==> config.mk <==
export PLATFORM = sky130hd
export DESIGN_NAME = spi_fsm_controller_flat
export DESIGN_NICKNAME = d
export VERILOG_FILES = /design/src/rtl/spi_fsm_controller_if.sv /design/src/rtl/spi_fsm_controller.sv /design/src/flat_wrapper.sv
export SDC_FILE = /design/constraint.sdc
export NUM_CORES = 1
export LEC_CHECK = 0
export ABC_CLOCK_PERIOD_IN_PS = 2650
export CORE_UTILIZATION = 52
export CTS_CLUSTER_DIAMETER = 200
export DETAILED_ROUTE_END_ITERATION = 10
export HOLD_SLACK_MARGIN = 0.1
export MAX_ROUTING_LAYER = met4
export PLACE_DENSITY = 0.76
export SYNTH_ARGS = -nofsm -noshare
export SYNTH_HDL_FRONTEND = slang
export SYNTH_SLANG_ARGS = --single-unit
==> constraint.sdc <==
create_clock -name clk -period 2.65 [get_ports clk]
set_clock_uncertainty 0.05 [all_clocks]
set_input_delay 0.3975 -clock clk [delete_from_list [all_inputs] [get_ports clk]]
set_output_delay 0.3975 -clock clk [all_outputs]
set_load 0.005 [all_outputs]
==> src/rtl/spi_fsm_controller_if.sv <==
// -----------------------------------------------------------------------------
// spi_fsm_controller_if
//   Bundles the conditioned SPI inputs and the control strobes exchanged
//   between the SPI slave sequencing FSM and the rest of the memory slave.
//
//   Signals:
//     cs_n          conditioned chip select, active low (level)
//     sclk_posedge  one-clk strobe per conditioned SCLK rising edge
//     rw_bit        shift-register bit 0 (R/W bit once the address is in)
//     addr_we       one-clk pulse: latch address from shift register
//     sr_we         one-clk pulse: parallel-load shift register from memory
//     dm_we         one-clk pulse: write shift-register byte to memory
//     miso_buff     MISO tristate enable, high during read data
//     busy          high whenever the FSM is not idle
//
//   Modports:
//     master  drives the SPI-side inputs, observes the strobes
//     slave   the sequencing FSM itself
// -----------------------------------------------------------------------------
interface spi_fsm_controller_if;
   logic cs_n;
   logic sclk_posedge;
   logic rw_bit;
   logic addr_we;
   logic sr_we;
   logic dm_we;
   logic miso_buff;
   logic busy;

   modport master (
      output cs_n,
      output sclk_posedge,
      output rw_bit,
      input  addr_we,
      input  sr_we,
      input  dm_we,
      input  miso_buff,
      input  busy
   );

   modport slave (
      input  cs_n,
      input  sclk_posedge,
      input  rw_bit,
      output addr_we,
      output sr_we,
      output dm_we,
      output miso_buff,
      output busy
   );
endinterface

==> src/rtl/spi_fsm_controller.sv <==
// -----------------------------------------------------------------------------
// spi_fsm_controller
//   Sequencing FSM for the SPI memory slave. A transaction is an address
//   phase (ADDR_BITS address bits followed by one R/W bit) and then a
//   DATA_BITS data phase. The FSM issues the address-latch, shift-register
//   load and memory write strobes and enables the MISO buffer while read
//   data is shifted out. All outputs are registered (Moore).
//
//   Ports:
//     clk    system clock, rising edge
//     reset  asynchronous, active-high; forces IDLE and clears outputs
//     bus    spi_fsm_controller_if.slave
//              in : cs_n, sclk_posedge, rw_bit
//              out: addr_we, sr_we, dm_we, miso_buff, busy
// -----------------------------------------------------------------------------

// Runtime protocol checks on the registered controller outputs.
module spi_fsm_controller_checker (
   input logic clk,
   input logic reset,
   input logic cs_n,
   input logic addr_we,
   input logic sr_we,
   input logic dm_we,
   input logic miso_buff,
   input logic busy
);
   // At most one memory-side strobe per cycle.
   strobe_onehot_a : assert property (@(posedge clk) disable iff (reset)
      $onehot0({addr_we, sr_we, dm_we}));

   // The MISO buffer is only ever enabled inside a transaction.
   miso_busy_a : assert property (@(posedge clk) disable iff (reset)
      miso_buff |-> busy);

   // Once cs_n is seen high no strobe may follow.
   abort_a : assert property (@(posedge clk) disable iff (reset)
      cs_n |=> !(addr_we || sr_we || dm_we));
endmodule

module spi_fsm_controller #(
   parameter int unsigned ADDR_BITS = 7,
   parameter int unsigned DATA_BITS = 8
) (
   input  logic                 clk,
   input  logic                 reset,
   spi_fsm_controller_if.slave  bus
);

   // Address phase includes the trailing R/W bit.
   localparam int unsigned ADDR_TERM = ADDR_BITS + 1;
   localparam int unsigned MAX_TERM  = (ADDR_TERM > DATA_BITS) ? ADDR_TERM : DATA_BITS;
   localparam int unsigned CNT_W     = $clog2(MAX_TERM + 1);

   localparam logic [CNT_W-1:0] CNT_ZERO  = {CNT_W{1'b0}};
   localparam logic [CNT_W-1:0] CNT_ONE   = CNT_W'(1);
   localparam logic [CNT_W-1:0] ADDR_LAST = CNT_W'(ADDR_TERM);
   localparam logic [CNT_W-1:0] DATA_LAST = CNT_W'(DATA_BITS);

   typedef enum logic [3:0] {
      IDLE        = 4'd0,
      GET_ADDR    = 4'd1,
      GOT_ADDR    = 4'd2,
      READ_WAIT   = 4'd3,
      READ_LOAD   = 4'd4,
      READ_SHIFT  = 4'd5,
      WRITE_SHIFT = 4'd6,
      WRITE_MEM   = 4'd7,
      DONE        = 4'd8
   } state_t;

   // Increment that sticks at the terminal value instead of wrapping.
   function automatic logic [CNT_W-1:0] sat_inc(
      input logic [CNT_W-1:0] cnt,
      input logic [CNT_W-1:0] last
   );
      logic [CNT_W-1:0] res;
      if (cnt >= last) begin
         res = last;
      end else begin
         res = cnt + CNT_ONE;
      end
      return res;
   endfunction

   state_t           state_q,     state_d;
   logic [CNT_W-1:0] count_q,     count_d;
   logic             addr_we_q,   addr_we_d;
   logic             sr_we_q,     sr_we_d;
   logic             dm_we_q,     dm_we_d;
   logic             miso_buff_q, miso_buff_d;
   logic             busy_q,      busy_d;

   logic [CNT_W-1:0] addr_inc_s;
   logic [CNT_W-1:0] data_inc_s;

   assign addr_inc_s = sat_inc(count_q, ADDR_LAST);
   assign data_inc_s = sat_inc(count_q, DATA_LAST);

   // Next-state and bit-counter logic; a high cs_n overrides everything.
   always_comb begin
      state_d = state_q;
      count_d = count_q;
      if ((state_q != IDLE) && bus.cs_n) begin
         state_d = IDLE;
         count_d = CNT_ZERO;
      end else begin
         case (state_q)
            IDLE: begin
               count_d = CNT_ZERO;
               if (!bus.cs_n) begin
                  state_d = GET_ADDR;
               end else begin
                  state_d = IDLE;
               end
            end
            GET_ADDR: begin
               if (bus.sclk_posedge) begin
                  count_d = addr_inc_s;
                  if (addr_inc_s == ADDR_LAST) begin
                     state_d = GOT_ADDR;
                  end else begin
                     state_d = GET_ADDR;
                  end
               end else begin
                  state_d = GET_ADDR;
               end
            end
            GOT_ADDR: begin
               // rw_bit now holds the last bit shifted in: the R/W flag.
               count_d = CNT_ZERO;
               if (bus.rw_bit) begin
                  state_d = READ_WAIT;
               end else begin
                  state_d = WRITE_SHIFT;
               end
            end
            READ_WAIT: begin
               // One idle cycle for the memory read to settle.
               state_d = READ_LOAD;
            end
            READ_LOAD: begin
               state_d = READ_SHIFT;
            end
            READ_SHIFT: begin
               if (bus.sclk_posedge) begin
                  count_d = data_inc_s;
                  if (data_inc_s == DATA_LAST) begin
                     state_d = DONE;
                  end else begin
                     state_d = READ_SHIFT;
                  end
               end else begin
                  state_d = READ_SHIFT;
               end
            end
            WRITE_SHIFT: begin
               if (bus.sclk_posedge) begin
                  count_d = data_inc_s;
                  if (data_inc_s == DATA_LAST) begin
                     state_d = WRITE_MEM;
                  end else begin
                     state_d = WRITE_SHIFT;
                  end
               end else begin
                  state_d = WRITE_SHIFT;
               end
            end
            WRITE_MEM: begin
               state_d = DONE;
            end
            DONE: begin
               // Only cs_n going high (handled above) leaves DONE.
               state_d = DONE;
            end
            default: begin
               state_d = IDLE;
               count_d = CNT_ZERO;
            end
         endcase
      end
   end

   // Outputs decoded from the next state so the flops line up with state_q.
   always_comb begin
      addr_we_d   = 1'b0;
      sr_we_d     = 1'b0;
      dm_we_d     = 1'b0;
      miso_buff_d = 1'b0;
      busy_d      = (state_d != IDLE);
      case (state_d)
         GOT_ADDR:   addr_we_d   = 1'b1;
         READ_LOAD:  sr_we_d     = 1'b1;
         READ_SHIFT: miso_buff_d = 1'b1;
         WRITE_MEM:  dm_we_d     = 1'b1;
         default: begin
            addr_we_d   = 1'b0;
            sr_we_d     = 1'b0;
            dm_we_d     = 1'b0;
            miso_buff_d = 1'b0;
         end
      endcase
   end

   // State, counter and output registers with asynchronous reset.
   always_ff @(posedge clk or posedge reset) begin
      if (reset) begin
         state_q     <= IDLE;
         count_q     <= CNT_ZERO;
         addr_we_q   <= 1'b0;
         sr_we_q     <= 1'b0;
         dm_we_q     <= 1'b0;
         miso_buff_q <= 1'b0;
         busy_q      <= 1'b0;
      end else begin
         state_q     <= state_d;
         count_q     <= count_d;
         addr_we_q   <= addr_we_d;
         sr_we_q     <= sr_we_d;
         dm_we_q     <= dm_we_d;
         miso_buff_q <= miso_buff_d;
         busy_q      <= busy_d;
      end
   end

   assign bus.addr_we   = addr_we_q;
   assign bus.sr_we     = sr_we_q;
   assign bus.dm_we     = dm_we_q;
   assign bus.miso_buff = miso_buff_q;
   assign bus.busy      = busy_q;

   spi_fsm_controller_checker u_checker (
      .clk       (clk),
      .reset     (reset),
      .cs_n      (bus.cs_n),
      .addr_we   (addr_we_q),
      .sr_we     (sr_we_q),
      .dm_we     (dm_we_q),
      .miso_buff (miso_buff_q),
      .busy      (busy_q)
   );

endmodule

==> src/flat_wrapper.sv <==
// flat-port wrapper written by rule: the top's interface ports become plain ports
module spi_fsm_controller_flat 
#(
   parameter int unsigned ADDR_BITS = 7,
   parameter int unsigned DATA_BITS = 8
)
  (clk, reset, bus_cs_n, bus_sclk_posedge, bus_rw_bit, bus_addr_we, bus_sr_we, bus_dm_we, bus_miso_buff, bus_busy);
  spi_fsm_controller_if bus_i ();
  input  logic clk;
  input  logic reset;
  input wire logic [$bits(bus_i.cs_n)-1:0] bus_cs_n;
  input wire logic [$bits(bus_i.sclk_posedge)-1:0] bus_sclk_posedge;
  input wire logic [$bits(bus_i.rw_bit)-1:0] bus_rw_bit;
  output wire logic [$bits(bus_i.addr_we)-1:0] bus_addr_we;
  output wire logic [$bits(bus_i.sr_we)-1:0] bus_sr_we;
  output wire logic [$bits(bus_i.dm_we)-1:0] bus_dm_we;
  output wire logic [$bits(bus_i.miso_buff)-1:0] bus_miso_buff;
  output wire logic [$bits(bus_i.busy)-1:0] bus_busy;
  assign bus_i.cs_n = bus_cs_n;
  assign bus_i.sclk_posedge = bus_sclk_posedge;
  assign bus_i.rw_bit = bus_rw_bit;
  assign bus_addr_we = bus_i.addr_we;
  assign bus_sr_we = bus_i.sr_we;
  assign bus_dm_we = bus_i.dm_we;
  assign bus_miso_buff = bus_i.miso_buff;
  assign bus_busy = bus_i.busy;
  spi_fsm_controller #(.ADDR_BITS(ADDR_BITS), .DATA_BITS(DATA_BITS)) u_core (.clk(clk), .reset(reset), .bus(bus_i));
endmodule
==> flow_summary.yaml, run 1 <==
synthesis:
  ys_types: 35
  synth-edff-count: 0
  syn-num-nets: 87
  syn_inst: 80
  syn-mean-instance-area_sq_um: 9.43
  synth_area_sq_um: 754
  synth_ff_type: "dfrtp_1"
  ys.warnings.count: 0
  ys_seq_area_share_pct: 43.1
  synth_seq_cells: 13
  async_flop_share_pct: 100
cts:
  cts.sinks: 13
  clk_pin_slew_worst_paths_ns: 0.09
  post_cts_buffers: 0
  cts_resized: 0
  insertion_delay_ns: 0.28
  htreeDepth: 1
  numCtsBuffers: 3
  cts_tree: "done"
  clk_path_buf_depth: 2
  cts_hold_buf: 0
  root_buffer: "clkbuf_4"
pwr:
  ir_worst_vdd_v: 0.000408
  p_leak_uw: 0.000351
  p_per_area_mw_per_mm2: 731
timing:
  tns_ns: 0
  fin_crit_sh_pct: 80.4
  fmax_mhz: 469
  grt_setup_unrepaired: "false"
  max_slew_margin_pct: 61.0
  hold_violations: 0
  maxSlewViolCount: 0
  setup_slack_ns: 0.519
  period_needed_ns: 2.13
  tightest_slew_ns: 0.582
  setup_violations: 0
route:
  drt_first_pass_iters: 4
  drt_iter0_markers: 13
  vias_per_cell: 6.08
  vias: 632
  final_antenna_net_count: 0
  wl_per_cell_microns: 15.1
  postRouteWirelength_microns: 1570
  drc_errors: 0
floorplanning:
  die_w_microns: 40.1
  rows: 13
  initial_core_util_pct: 57.3
  io_pins: 10
  die_y_microns: 40.1
  dieArea_sq_mm: 0.00161
  coreArea_sq_mm: 0.00132
critical_path:
  critPathRequiredTime_ns: 2.81
  critPathLaunchType: "flip-flop"
  arrival_ns: 2.29
  path_max_fanout: 6
  criticalPathCategory: "flip-flop to flip-flop"
  cp-end-kind: "flip-flop"
cells_and_area:
  final_core_util_pct: 65.1
  area_growth_pct: 13.8
  nFillCells: 113
  nNetsFinal: 97
  diodes: 0
  multi_input_area_sq_um: 379
  layout-drive-gt1-share_pct: 10.1
  final-seq-area_sq_um: 325
hold_path:
  hold_class: "primary input to asynchronous set/reset pin"
place:
  dp_hpwl_microns: 1110
  io_buffers: 9
  dp_slack_ns: 0.432
  place.gp.congestion: 0.830
global_routing:
  overflow: 0
  grtUsageTotal_pct: 23.4
  grt_start_max_net_pins: 15
  antenna_found_initial: 0
  grt_pass1_vias: 544
  grt_pass1_wl_microns: 2340
run_status:
  status: "finished clean"
run:
  cap_violations: 0
[cell usage in the layout, fill, tap and decap left out, types with 2 or more instances in the layout]
cell / n
clkdlybuf4s50_1: 9
nor3_1: 5
nand2b_1: 4
clkbuf_4: 3
a211oi_1: 2
nand3_1: 3
nand2_1: 6
ha_1: 2
nand3b_1: 2
inv_1: 4
o21a_1: 2
dfrtp_1: 13
nor2_1: 7
a21oi_1: 6
[kinds of logic after synthesis]
group / after synthesis / share of synthesized area, %
compound gates: 21 / 20.9
simple gates: 34 / 24.5
buf+inv: 9 / 6.63
fa+ha+maj: 3 / 4.81
flops: 13 / 43.1
[path summary, 6_finish.rpt]
kind                                        start                  to  slack [ns]  depth (start not counted)
worst min-delay path                        reset   u_core.count_q[1]        0.39                          2
worst max-delay path            u_core.count_q[0]  u_core.bus.addr_we        0.52                          6
max in group asynchronous                   reset   u_core.state_q[0]        1.81                          2
min in group clk                u_core.count_q[1]   u_core.count_q[1]        0.56                          2
worst min register to register  u_core.count_q[1]   u_core.count_q[1]        0.56                          2
worst max register to register  u_core.count_q[0]  u_core.bus.addr_we        0.52                          6
[power by group]
part / switching, uW / leakage (uW) / internal, uW / total (uW)
logic: 125 / 0.000160 / 106 / 231
clock network: 67.0 / 0.0000150 / 58.4 / 125
registers: 43.3 / 0.000176 / 228 / 271
[Yosys cell counts (all sizes together) (2+ instances only)]
cell type / count / share of area (%)
o21a: 2 / 2.0
nand3b: 2 / 2.0
nand2: 6 / 3.0
inv: 4 / 2.0
nand2b: 4 / 3.3
a211oi: 2 / 2.0
nor3: 5 / 3.3
ha: 2 / 3.3
dfrtp: 13 / 43
nand3: 3 / 2.0
a21oi: 6 / 4.0
nor2: 7 / 3.5
buf: 3 / 3.6
[critical path, cell delays in order (launching register included)]
cell	delay, ns
dfrtp_1	0.42
inv_1	0.08
ha_1	0.33
o31ai_2	0.42
nor3_1	0.11
a311oi_2	0.40
and4b_1	0.26
[state kept, by name, indices dropped and copies added, names as in the netlist]
signal / count
u_core.bus.addr_we: 1
u_core.bus.busy: 1
u_core.bus.dm_we: 1
u_core.bus.miso_buff: 1
u_core.bus.sr_we: 1
u_core.count_q: 4
u_core.state_q: 4
[layout make-up]
cell class	count	share of cell area [%]
multi-input cells	58	44.2
well taps	15	2.19
clock buffers	4	3.06
flip-flops and latches	13	37.9
inverters	5	2.19
repair buffers	9	10.5
[routing by layer]
metal | global-route usage, % | wire, microns | up-vias
li1 | - | - | 306
met1 | 30.9 | 765 | 308
met2 | 34.3 | 709 | 14
met3 | 5.00 | 60 | 4
met4 | 10.3 | 31 | 0
met5 | - | 0 | -
[per-stage QoR]
stage               std cells  total power (uW)  hold WS [ns]  instance area, sq um
floorplan                  80               452         0.224                   754
global placement          100               495         0.526                   832
detailed placement        100               504         0.551                   832
CTS                       104               626         0.406                   858
global route              104               667         0.449                   858
finish                    104               628         0.389                   858
No activity file was read; power rests on OpenSTA's default activity.
==> run 2, diff against run 1 <==
--- a/config.mk
+++ b/config.mk
@@ -5,7 +5,7 @@
 export SDC_FILE = /design/constraint.sdc
 export NUM_CORES = 1
 export LEC_CHECK = 0
-export ABC_CLOCK_PERIOD_IN_PS = 2650
+export ABC_CLOCK_PERIOD_IN_PS = 2100
 export CORE_UTILIZATION = 52
 export CTS_CLUSTER_DIAMETER = 200
 export DETAILED_ROUTE_END_ITERATION = 10
==> constraint.sdc (replaced) <==
create_clock -name clk -period 2.1 [get_ports clk]
set_clock_uncertainty 0.05 [all_clocks]
set_input_delay 0.315 -clock clk [delete_from_list [all_inputs] [get_ports clk]]
set_output_delay 0.315 -clock clk [all_outputs]
set_load 0.005 [all_outputs]
==> run 2 against run 1 <==
Count of clock-buffer cells in the layout unchanged. Worst setup slack got worse by 0.41 ns. First-iteration DRC count increased by 54%. Sequential share of layout area decreased by 0.65 points. Highest routed layer unchanged. Die area unchanged. Hold slack got worse by 0.083 ns. Combinational power increased by 31%. Power increased by 26%. Routed wire length decreased by 7.5%.
==> flow_summary.yaml, run 2 (synthesis gave the netlist of run 1 again) <==
timing:
  tns_ns: 0
  tightest_slew_ns: 0.534
  fmax_mhz: 503
  fin_crit_sh_pct: 94.7
  max_slew_margin_pct: 63.5
  setup_violations: 0
  holdWs_ns: 0.306
  hold_violations: 0
  grt_setup_unrepaired: "false"
  period_needed_ns: 1.99
  maxSlewViolCount: 0
critical_path:
  cp-end-kind: "flip-flop"
  critPathRequiredTime_ns: 2.26
  critPathLaunchType: "flip-flop"
  arrival_ns: 2.15
  criticalPathCategory: "flip-flop to flip-flop"
  path_max_fanout: 6
cts:
  cts.sinks: 13
  root_buffer: "clkbuf_4"
  htreeDepth: 1
  clk_path_buf_depth: 2
  cts_tree: "done"
  clk_pin_slew_worst_paths_ns: 0.08
  cts_resized: 0
  insertion_delay_ns: 0.27
  cts_hold_buf: 0
  numCtsBuffers: 3
cells_and_area:
  instances_no_fill: 106
  layout-drive-gt1-share_pct: 12.1
  area_growth_pct: 15.8
  layout_commonest_cell: "dfrtp_1"
  nNetsFinal: 99
  final_cell_mix: "13 x dfrtp_1, 9 x clkdlybuf4s50_1, 7 x nor2_1, 6 x nand2_1, 6 x a21oi_1"
  diodes: 0
  largestRegisters: "u_core.count_q x4, u_core.state_q x4"
floorplanning:
  die_w_microns: 40.1
  initial_core_util_pct: 57.3
  rows: 13
  io_pins: 10
  die_y_microns: 40.1
  dieArea_sq_mm: 0.00161
  coreArea_sq_mm: 0.00132
place:
  place.gp.congestion: 0.809
  dp_hpwl_microns: 1080
  dp.cells: 101
  io_buffers: 9
route:
  wl_per_cell_microns: 13.7
  drc_errors: 0
  vias: 613
  drt_first_pass_iters: 4
  final_antenna_net_count: 0
  drt_iter0_markers: 20
  postRouteWirelength_microns: 1450
  vias_per_cell: 5.78
global_routing:
  busiest_layer: "met2"
  grt_start_max_net_pins: 15
  use_met3_pct: 5.00
  overflow: 0
  grtUsageTotal_pct: 21.7
  grtUsageMet2_pct: 31.5
  grt_pass1_vias: 528
  grt_pass1_wl_microns: 2220
  antenna_found_initial: 0
  grt_util_met1_pct: 30.8
pwr:
  p_leak_uw: 0.000362
  p_per_area_mw_per_mm2: 909
  ir_worst_vdd_v: 0.000578
hold_path:
  hold_class: "primary input to asynchronous set/reset pin"
run:
  cap_violations: 0
run_status:
  status: "finished clean"
-- run 2: cell count changes in the layout (fill, tap and decap cells not counted) --
cell   change
buf_4      +2
-- run 2: worst paths after layout --
| path | start | end | slack [ns] | cells after the start |
|---|---|---|---|---|
| max | u_core.count_q[0] | u_core.bus.addr_we | 0.11 | 7 |
| min | reset | u_core.bus.sr_we | 0.31 | 2 |
| max reg2reg | u_core.count_q[0] | u_core.bus.addr_we | 0.11 | 7 |
| min reg2reg | u_core.count_q[2] | u_core.count_q[2] | 0.53 | 2 |
| max in group asynchronous | reset | u_core.state_q[1] | 1.36 | 2 |
| min in group clk | u_core.count_q[2] | u_core.count_q[2] | 0.53 | 2 |
-- run 2: layout make-up --
class / count / area, sq um
multi-input combinational: 58 / 379
sequential: 13 / 325
fill: 108 / 444
inverter: 5 / 18.8
timing repair buffer: 11 / 105
clock buffer: 4 / 26.3
tap: 15 / 18.8
-- run 2: repair_timing --
item | CTS | global route
buffers inserted | 0 | 1
endpoints found under the hold margin | 0 | 0
setup endpoints to repair | 0 | 3
-- run 2: routing by layer --
layer / up-vias / routed length [microns] / part of all wire, %
met5: - / 0 / 0
met3: 2 / 89 / 6.1
met2: 18 / 625 / 43
met4: 0 / 18 / 1.2
li1: 308 / - / -
met1: 285 / 716 / 49
-- run 2: worst max-delay path: stages (launching register included) --
cell and delay [ns]:
dfrtp_1 0.43, inv_1 0.08, ha_1 0.33, o31ai_2 0.34, nor3_1 0.10, a311oi_2 0.24
buf_4 0.17, and4b_1 0.18
-- run 2: metrics by stage --
| step | util [%] | total power, uW | setup slack, ns | area [sq um] |
|---|---|---|---|---|
| 6_report | 66.3 | 794 | 0.112 | 873 |
| 3_3_place_gp | 63.7 | 624 | 0.0704 | 840 |
| 4_1_cts | 65.7 | 782 | 0.101 | 866 |
| 2_1_floorplan | - | 571 | 0.214 | 754 |
| 3_5_place_dp | 63.7 | 633 | 0.0714 | 840 |
| 5_1_grt | 66.3 | 845 | 0.0112 | 873 |
-- run 2: power breakdown --
group / leakage [uW] / internal, uW / switching (uW)
combinational: 0.000171 / 146 / 155
clock: 0.0000150 / 73.3 / 75.2
sequential: 0.000176 / 288 / 55.6
total: 0.000362 / 507 / 286
